==> config.mk <==
export PLATFORM = sky130hd
export DESIGN_NAME = uc_dispatch_arbiter
export DESIGN_NICKNAME = d
export VERILOG_FILES = /design/src/rtl/uc_dispatch_arbiter.sv
export SDC_FILE = /design/constraint.sdc
export NUM_CORES = 1
export LEC_CHECK = 0
export BUFFER_PORTS_ARGS = -buffer_cell sky130_fd_sc_hd__buf_2
export CELL_PAD_IN_SITES_DETAIL_PLACEMENT = 0
export CELL_PAD_IN_SITES_GLOBAL_PLACEMENT = 1
export CORE_MARGIN = 2
export CORE_UTILIZATION = 40
export DETAILED_ROUTE_END_ITERATION = 12
export GPL_ROUTABILITY_DRIVEN = 0
export MAX_ROUTING_LAYER = met4
export PLACE_DENSITY = 0.87
export SKIP_CTS_REPAIR_TIMING = 1
export SLEW_MARGIN = 20
export SYNTH_ARGS = -nofsm -noshare
export SYNTH_HDL_FRONTEND = slang
export SYNTH_SLANG_ARGS = --single-unit
==> constraint.sdc <==
create_clock -name clk -period 5.5 [get_ports clk]
set_input_delay 0.275 -clock clk [delete_from_list [all_inputs] [get_ports clk]]
set_output_delay 0.275 -clock clk [all_outputs]
set_load 0.02 [all_outputs]
==> src/rtl/uc_dispatch_arbiter.sv <==
// Round-robin consumer for the unit clause queues. Pops at most one queue per cycle into a
// single-entry output register with a valid/ready handshake, and drops null literals.
module uc_dispatch_arbiter #(
    parameter int NUM_Q    = 4,
    parameter int DATA_LEN = 512,
    parameter int CNT_W    = 16,
    localparam int LIT_W   = $clog2(DATA_LEN),
    localparam int QW      = $clog2(NUM_Q)
) (
    input  logic                    clk,
    input  logic                    rst,
    input  logic [NUM_Q-1:0]        q_empty,
    input  logic signed [LIT_W-1:0] q_data [NUM_Q],
    output logic [NUM_Q-1:0]        q_pop,
    output logic                    uc_valid,
    output logic signed [LIT_W-1:0] uc_lit,
    output logic [QW-1:0]           uc_src,
    input  logic                    uc_ready,
    input  logic                    flush,
    output logic                    busy,
    output logic [CNT_W-1:0]        dispatch_cnt,
    output logic [CNT_W-1:0]        drop_cnt
);

    typedef enum logic {EMPTY, FULL} state_t;

    state_t      state, state_next;
    logic [QW-1:0] rr_ptr;
    logic [QW-1:0] grant_idx;
    logic          grant_found;
    logic          grant_null;
    logic          xfer;
    logic          can_load;

    assign uc_valid = (state == FULL);
    assign xfer     = uc_valid && uc_ready;
    assign can_load = (state == EMPTY) || xfer;
    assign busy     = uc_valid || !(&q_empty);

    always_comb begin
        logic [QW-1:0] idx;
        idx         = '0;
        q_pop       = '0;
        grant_idx   = '0;
        grant_found = 1'b0;
        grant_null  = 1'b0;
        state_next  = state;
        if (can_load && !flush && !rst) begin
            // Wrap-around search relies on NUM_Q being a power of two.
            for (int unsigned k = 0; k < NUM_Q; k++) begin
                idx = rr_ptr + QW'(k);
                if (!grant_found && !q_empty[idx]) begin
                    grant_found = 1'b1;
                    grant_idx   = idx;
                end
            end
        end
        if (grant_found) begin
            q_pop[grant_idx] = 1'b1;
            grant_null       = (q_data[grant_idx] == '0);
        end
        if (xfer)
            state_next = EMPTY;
        if (grant_found && !grant_null)
            state_next = FULL;
    end

    always_ff @(posedge clk) begin
        if (rst) begin
            state        <= EMPTY;
            rr_ptr       <= '0;
            uc_lit       <= '0;
            uc_src       <= '0;
            dispatch_cnt <= '0;
            drop_cnt     <= '0;
        end else if (flush) begin
            state  <= EMPTY;
            rr_ptr <= '0;
        end else begin
            state <= state_next;
            if (xfer)
                dispatch_cnt <= dispatch_cnt + CNT_W'(1);
            if (grant_found) begin
                rr_ptr <= grant_idx + QW'(1);
                if (grant_null) begin
                    drop_cnt <= drop_cnt + CNT_W'(1);
                end else begin
                    uc_lit <= q_data[grant_idx];
                    uc_src <= grant_idx;
                end
            end
        end
    end

endmodule

After elaboration in Yosys (flattened, before gate mapping)
Index checks and enable logic that the tools add are counted.
- flip-flop bits (word level): 46
- latch bits: 0
- RAM bits: 0
- bits in read-only memories: 0
- input bits: 44
- output and inout port bits: 49
- logic and storage cells: 80
- memories kept: 0
- add/subtract/negate cells: 6
- multiply operators: 0
- divide/modulo/power cells: 0
- $lt $le $gt $ge: 7
- equal/unequal tests: 0
- shifts and indexed selects: 0
- muxes and demuxes: 30
- bitwise operators: 4
- reduce and logical (&&, ||, !) cells: 27
- operators with widths (kind ; count):
    adder 16 x 1 -> 16 bit (second input constant) ; 2
    binary-select mux 9 bit (select 2 bit) ; 1
    2-to-1 mux 9 bit ; 2
    2-to-1 mux 1 bit ; 16
    less-than comparator 2 x 3 -> 1 bit (second input constant) ; 5
    zero test 1 bit ; 10
    2-to-1 mux 2 bit ; 5
    zero test 9 bit ; 1
    binary-select mux 1 bit (select 2 bit) ; 4
    logical AND 1 bit ; 8
    AND reduction 3 bit ; 2
    adder 2 x 1 -> 2 bit (second input constant) ; 2
    adder 2 bit (second input constant) ; 2
    2-to-1 mux 4 bit ; 1
    AND reduction 4 bit ; 1
    greater-or-equal comparator 3 bit (second input constant) ; 1
    NOT 1 bit ; 3
    NOT 2 -> 3 bit ; 1
    demux 1 bit (select 2 bit) ; 1
    greater-or-equal comparator 2 x 1 -> 1 bit (second input constant) ; 1
    logical OR 1 bit ; 2
    AND reduction 2 bit ; 1
    nonzero test 2 bit ; 1
    OR reduction 2 bit ; 1

Logic depth before layout (Yosys ltp)
- word-level depth: 26
- depth in mapped cells: 12
- mapped depth without buffers: 9

Worst setup path after synthesis
Ideal clock, no wire load.
- path type: register to register
- start: register rr_ptr[1]
- end: register drop_cnt[14]
- setup time: 123 ps
- arrival: 2866 ps
- data required time: 5377 ps
- slack: 2510 ps
- stages on the path, launching flop included: 12
- buffers on the path: 3
- clock period less this slack: 2990 ps
- path through: dfxtp_1 and4bb_2 o21bai_2 o211ai_1 buf_2 a211oi_1 o22ai_1 or2_2 clkbuf_1 buf_2 nor4_4 mux2_1
- word-level cells in the longest chain between the ends: 23
- elaborated cells on any way between the ends: 40
- those cells by class: 3 x add/sub; 25 x mux; 1 x bitwise; 11 x reduce/logical
- RTL lines (element ; line ; text):
    start, declared ; 28 ; logic [QW-1:0] rr_ptr;
    start signal, assigned ; 84 ; rr_ptr <= grant_idx + QW'(1);
    parallel branches: the longest is 22 deep, another holds adder 2 x 1 -> 2 bit ; -- ;
    AND reduction 3 bit (no source line) * ; -- ;
    end signal, assigned ; 86 ; drop_cnt <= drop_cnt + CNT_W'(1);
    end, declared ; 22 ; output logic [CNT_W-1:0] drop_cnt
Mark *: on every way between the ends. The select of a mux whose other input is x is not followed.
A chain may end at the register's enable or synchronous reset.

Worst setup path after layout
- start: register rr_ptr[1]
- end: register drop_cnt[13]
- word-level cells in the longest chain between the ends: 23
- elaborated cells on any way between the ends: 40
- those cells by class: 3 x add/sub; 25 x mux; 1 x bitwise; 11 x reduce/logical
- RTL lines (element ; line ; text):
    parallel branches: the longest is 14 deep, another holds adder 2 x 1 -> 2 bit ; -- ;
    2-to-1 mux 2 bit * ; 52 ; if (!grant_found && !q_empty[idx]) begin
    2-to-1 mux 2 bit * ; 48 ; if (can_load && !flush && !rst) begin
    named net grant_idx[1] ; 29 ; logic [QW-1:0] grant_idx;
    NOT 2 -> 3 bit (not written as such) * ; 60 ; grant_null = (q_data[grant_idx] == '0);
    binary-select mux 9 bit (select 2 bit) * ; 60 ;
    2-to-1 mux 9 bit (not written as such) * (2 in series) ; 60 ;
    zero test 9 bit * ; 60 ;
    2-to-1 mux 1 bit * ; 58 ; if (grant_found) begin
    AND reduction 3 bit (no source line) * ; -- ;
Mark *: on every way through the listed nets, which the timed path passes. The select of a mux whose other input is x is not followed.

==> flow_summary.toml <==
[sta]
slew_headroom_pct = 32.1
fmax_mhz = 240
finalHoldViolations = 0
worst_pin_slew_ns = 1.01
finalWorstSetupSlack_ns = 1.33
skew_ns = 0.00361
period_share_pct = 75.8
finalSetupTns_ns = 0
grt_setup_unrepaired = "no"
setup-violations-final = 0
period_needed_ns = 4.17
slew_viol_final = 0
holdWs_ns = 0.205

[logic_synthesis]
postSynthCellCount = 307
yosys_warnings = 0
syn_avg_cell_area_um2 = 8.84
synth_edf_count = 0
ys_types = 59
synth-seq-cells = 46
ys.flop_type = "dfxtp_1"
synth-seq-area-share_pct = 33.9
synthArstFlopShare_pct = 0
syn_area_um2 = 2710
syn-num-nets = 357

[detailed_routing]
drcViolationCount = 0
drt-vias-per-instance = 5.47
drt_iter0_markers = 109
drtPass1Iterations = 5
totalWireLength_mm = 6.68
vias = 2564
wire_per_inst_um = 14.2
postRouteAntennaNets = 0

[power]
power_density_nw_per_um2 = 204
ir_drop_uv = 86.3
finalPower_mw = 0.673
leakagePower_nw = 1.43

[place]
portBuffers = 92
dp_cells = 461
place_area_um2 = 3190
place_ws_ns = 1.29
post-dp-hpwl_mm = 5.03

[floorplan]
die_x_um = 86.4
dieArea_um2 = 7460
die_h_um = 86.4
rows = 30
initial_core_util_pct = 40.6
design.core.area_um2 = 6680
io_pins = 93

[layout]
layoutNonFillerInstCount = 469
final_util_pct = 49.4
layout_commonest_cell = "buf_2"
drive_above_1_share_pct = 32.6
final_cell_mix = "buf_2 (92), dfxtp_1 (46), nor2_1 (27)"
insertedDiodeCount = 0
area_growth_pct = 21.7
fillers = 670
postLayoutCellArea_um2 = 3300
fin_nets = 438

[worst_setup_path]
required_ns = 5.66
cp-end-kind = "flop"
start_kind = "flop"
crit_fanout = 23
worstSetupPathType = "flop to flop"
crit_arrival_ns = 4.33

[grt]
grtUsageMet3_pct = 3.33
grt_busiest_layer = "met2"
met1_usage_pct = 24.7
grt_pass1_vias = 2290
gr-total-overflow = 0
grt_antenna_before_repair = 0
grt_pass1_wl_mm = 11.0
grt_max_degree = 48
met2_usage_pct = 28.8
grt_usage_pct = 18.5

[clock_network]
cts-root-buf = "clkbuf_8"
cts_tree = "done"
htreeDepth = 2
cts_buffers = 5
clock_sinks = 46
clock_path_buffers = 2
path_clk_slew_ns = 0.08
insertion_delay_ns = 0.29

[hold_path]
hold_class = "input pin to flop"

[outcome]
status = "finished clean"

[run]
drv_cap = 0
## power by group
| part | switching [mW] | internal, mW | leakage, nW |
|---|---|---|---|
| Sequential | 0.00459 | 0.338 | 0.372 |
| Combinational | 0.0531 | 0.0375 | 0.999 |
| Clock | 0.112 | 0.127 | 0.0575 |
## critical path, stage by stage, from the launching register on
cell and delay (ns):
dfxtp_1 0.47, nor3b_1 0.09, o21a_1 0.28, o211ai_1 0.71
clkinv_1 0.49, mux4_2 0.44, nor4_4 0.33, nor4b_4 0.87
a31o_2 0.28, a21oi_1 0.06
## flip-flops by register name, summed over array words and instances, names as in the netlist
name / count
uc_lit: 9
rr_ptr: 2
uc_valid: 1
drop_cnt: 16
uc_src: 2
dispatch_cnt: 16
## cells by family after synthesis
group | Yosys count | share of synthesized area (%)
flops | 46 | 33.9
compound gates | 67 | 18.0
fa+ha+maj | 6 | 2.77
simple gates | 128 | 27.3
xor+xnor | 14 | 4.52
buf+inv | 29 | 4.80
mux | 17 | 8.67
## Yosys cell counts (4+ instances only)
| cell type | instances | share of area (%) |
|---|---|---|
| and3_1 | 8 | 1.8 |
| inv_1 | 7 | 0.97 |
| o21ai_0 | 10 | 1.8 |
| nand4_1 | 8 | 1.8 |
| nor2b_1 | 7 | 1.6 |
| nand3_1 | 11 | 2.0 |
| and2_1 | 7 | 1.6 |
| a21oi_1 | 19 | 3.5 |
| xor2_1 | 11 | 3.5 |
| ha_1 | 6 | 2.8 |
| dfxtp_1 | 46 | 34 |
| clkbuf_1 | 13 | 1.8 |
| or3_1 | 6 | 1.4 |
| mux2i_1 | 7 | 2.6 |
| nor2_1 | 27 | 3.7 |
| a211oi_1 | 8 | 2.2 |
| or2_2 | 5 | 1.2 |
| o2111a_1 | 8 | 3.3 |
| buf_2 | 4 | 0.74 |
| o31ai_1 | 4 | 1.1 |
| nand2_1 | 25 | 3.5 |
## routing by layer
metal  part of all wire (%)  wire length (um)
met5                      0                 0
met4                    1.6               104
met3                    3.8               254
met2                     49              3260
met1                     46              3060
## final cells by class
class	instances	area [um2]	share of cell area [%]
sequential	46	921	27.9
multi-input combinational	232	1660	50.3
inverter	9	33.8	1.02
timing repair buffer	94	475	14.4
clock buffer	8	110	3.33
tap	80	100	3.03
## final timing paths
path	from	endpoint	slack (ns)	depth (start not counted)
hold / removal	flush	rr_ptr[1]	0.21	2
setup reg to reg	rr_ptr[1]	drop_cnt[13]	1.33	9
setup / recovery	rr_ptr[1]	drop_cnt[13]	1.33	9
hold reg to reg	uc_src[0]	uc_src[0]	0.48	2
(Power assumes the default switching activity.)
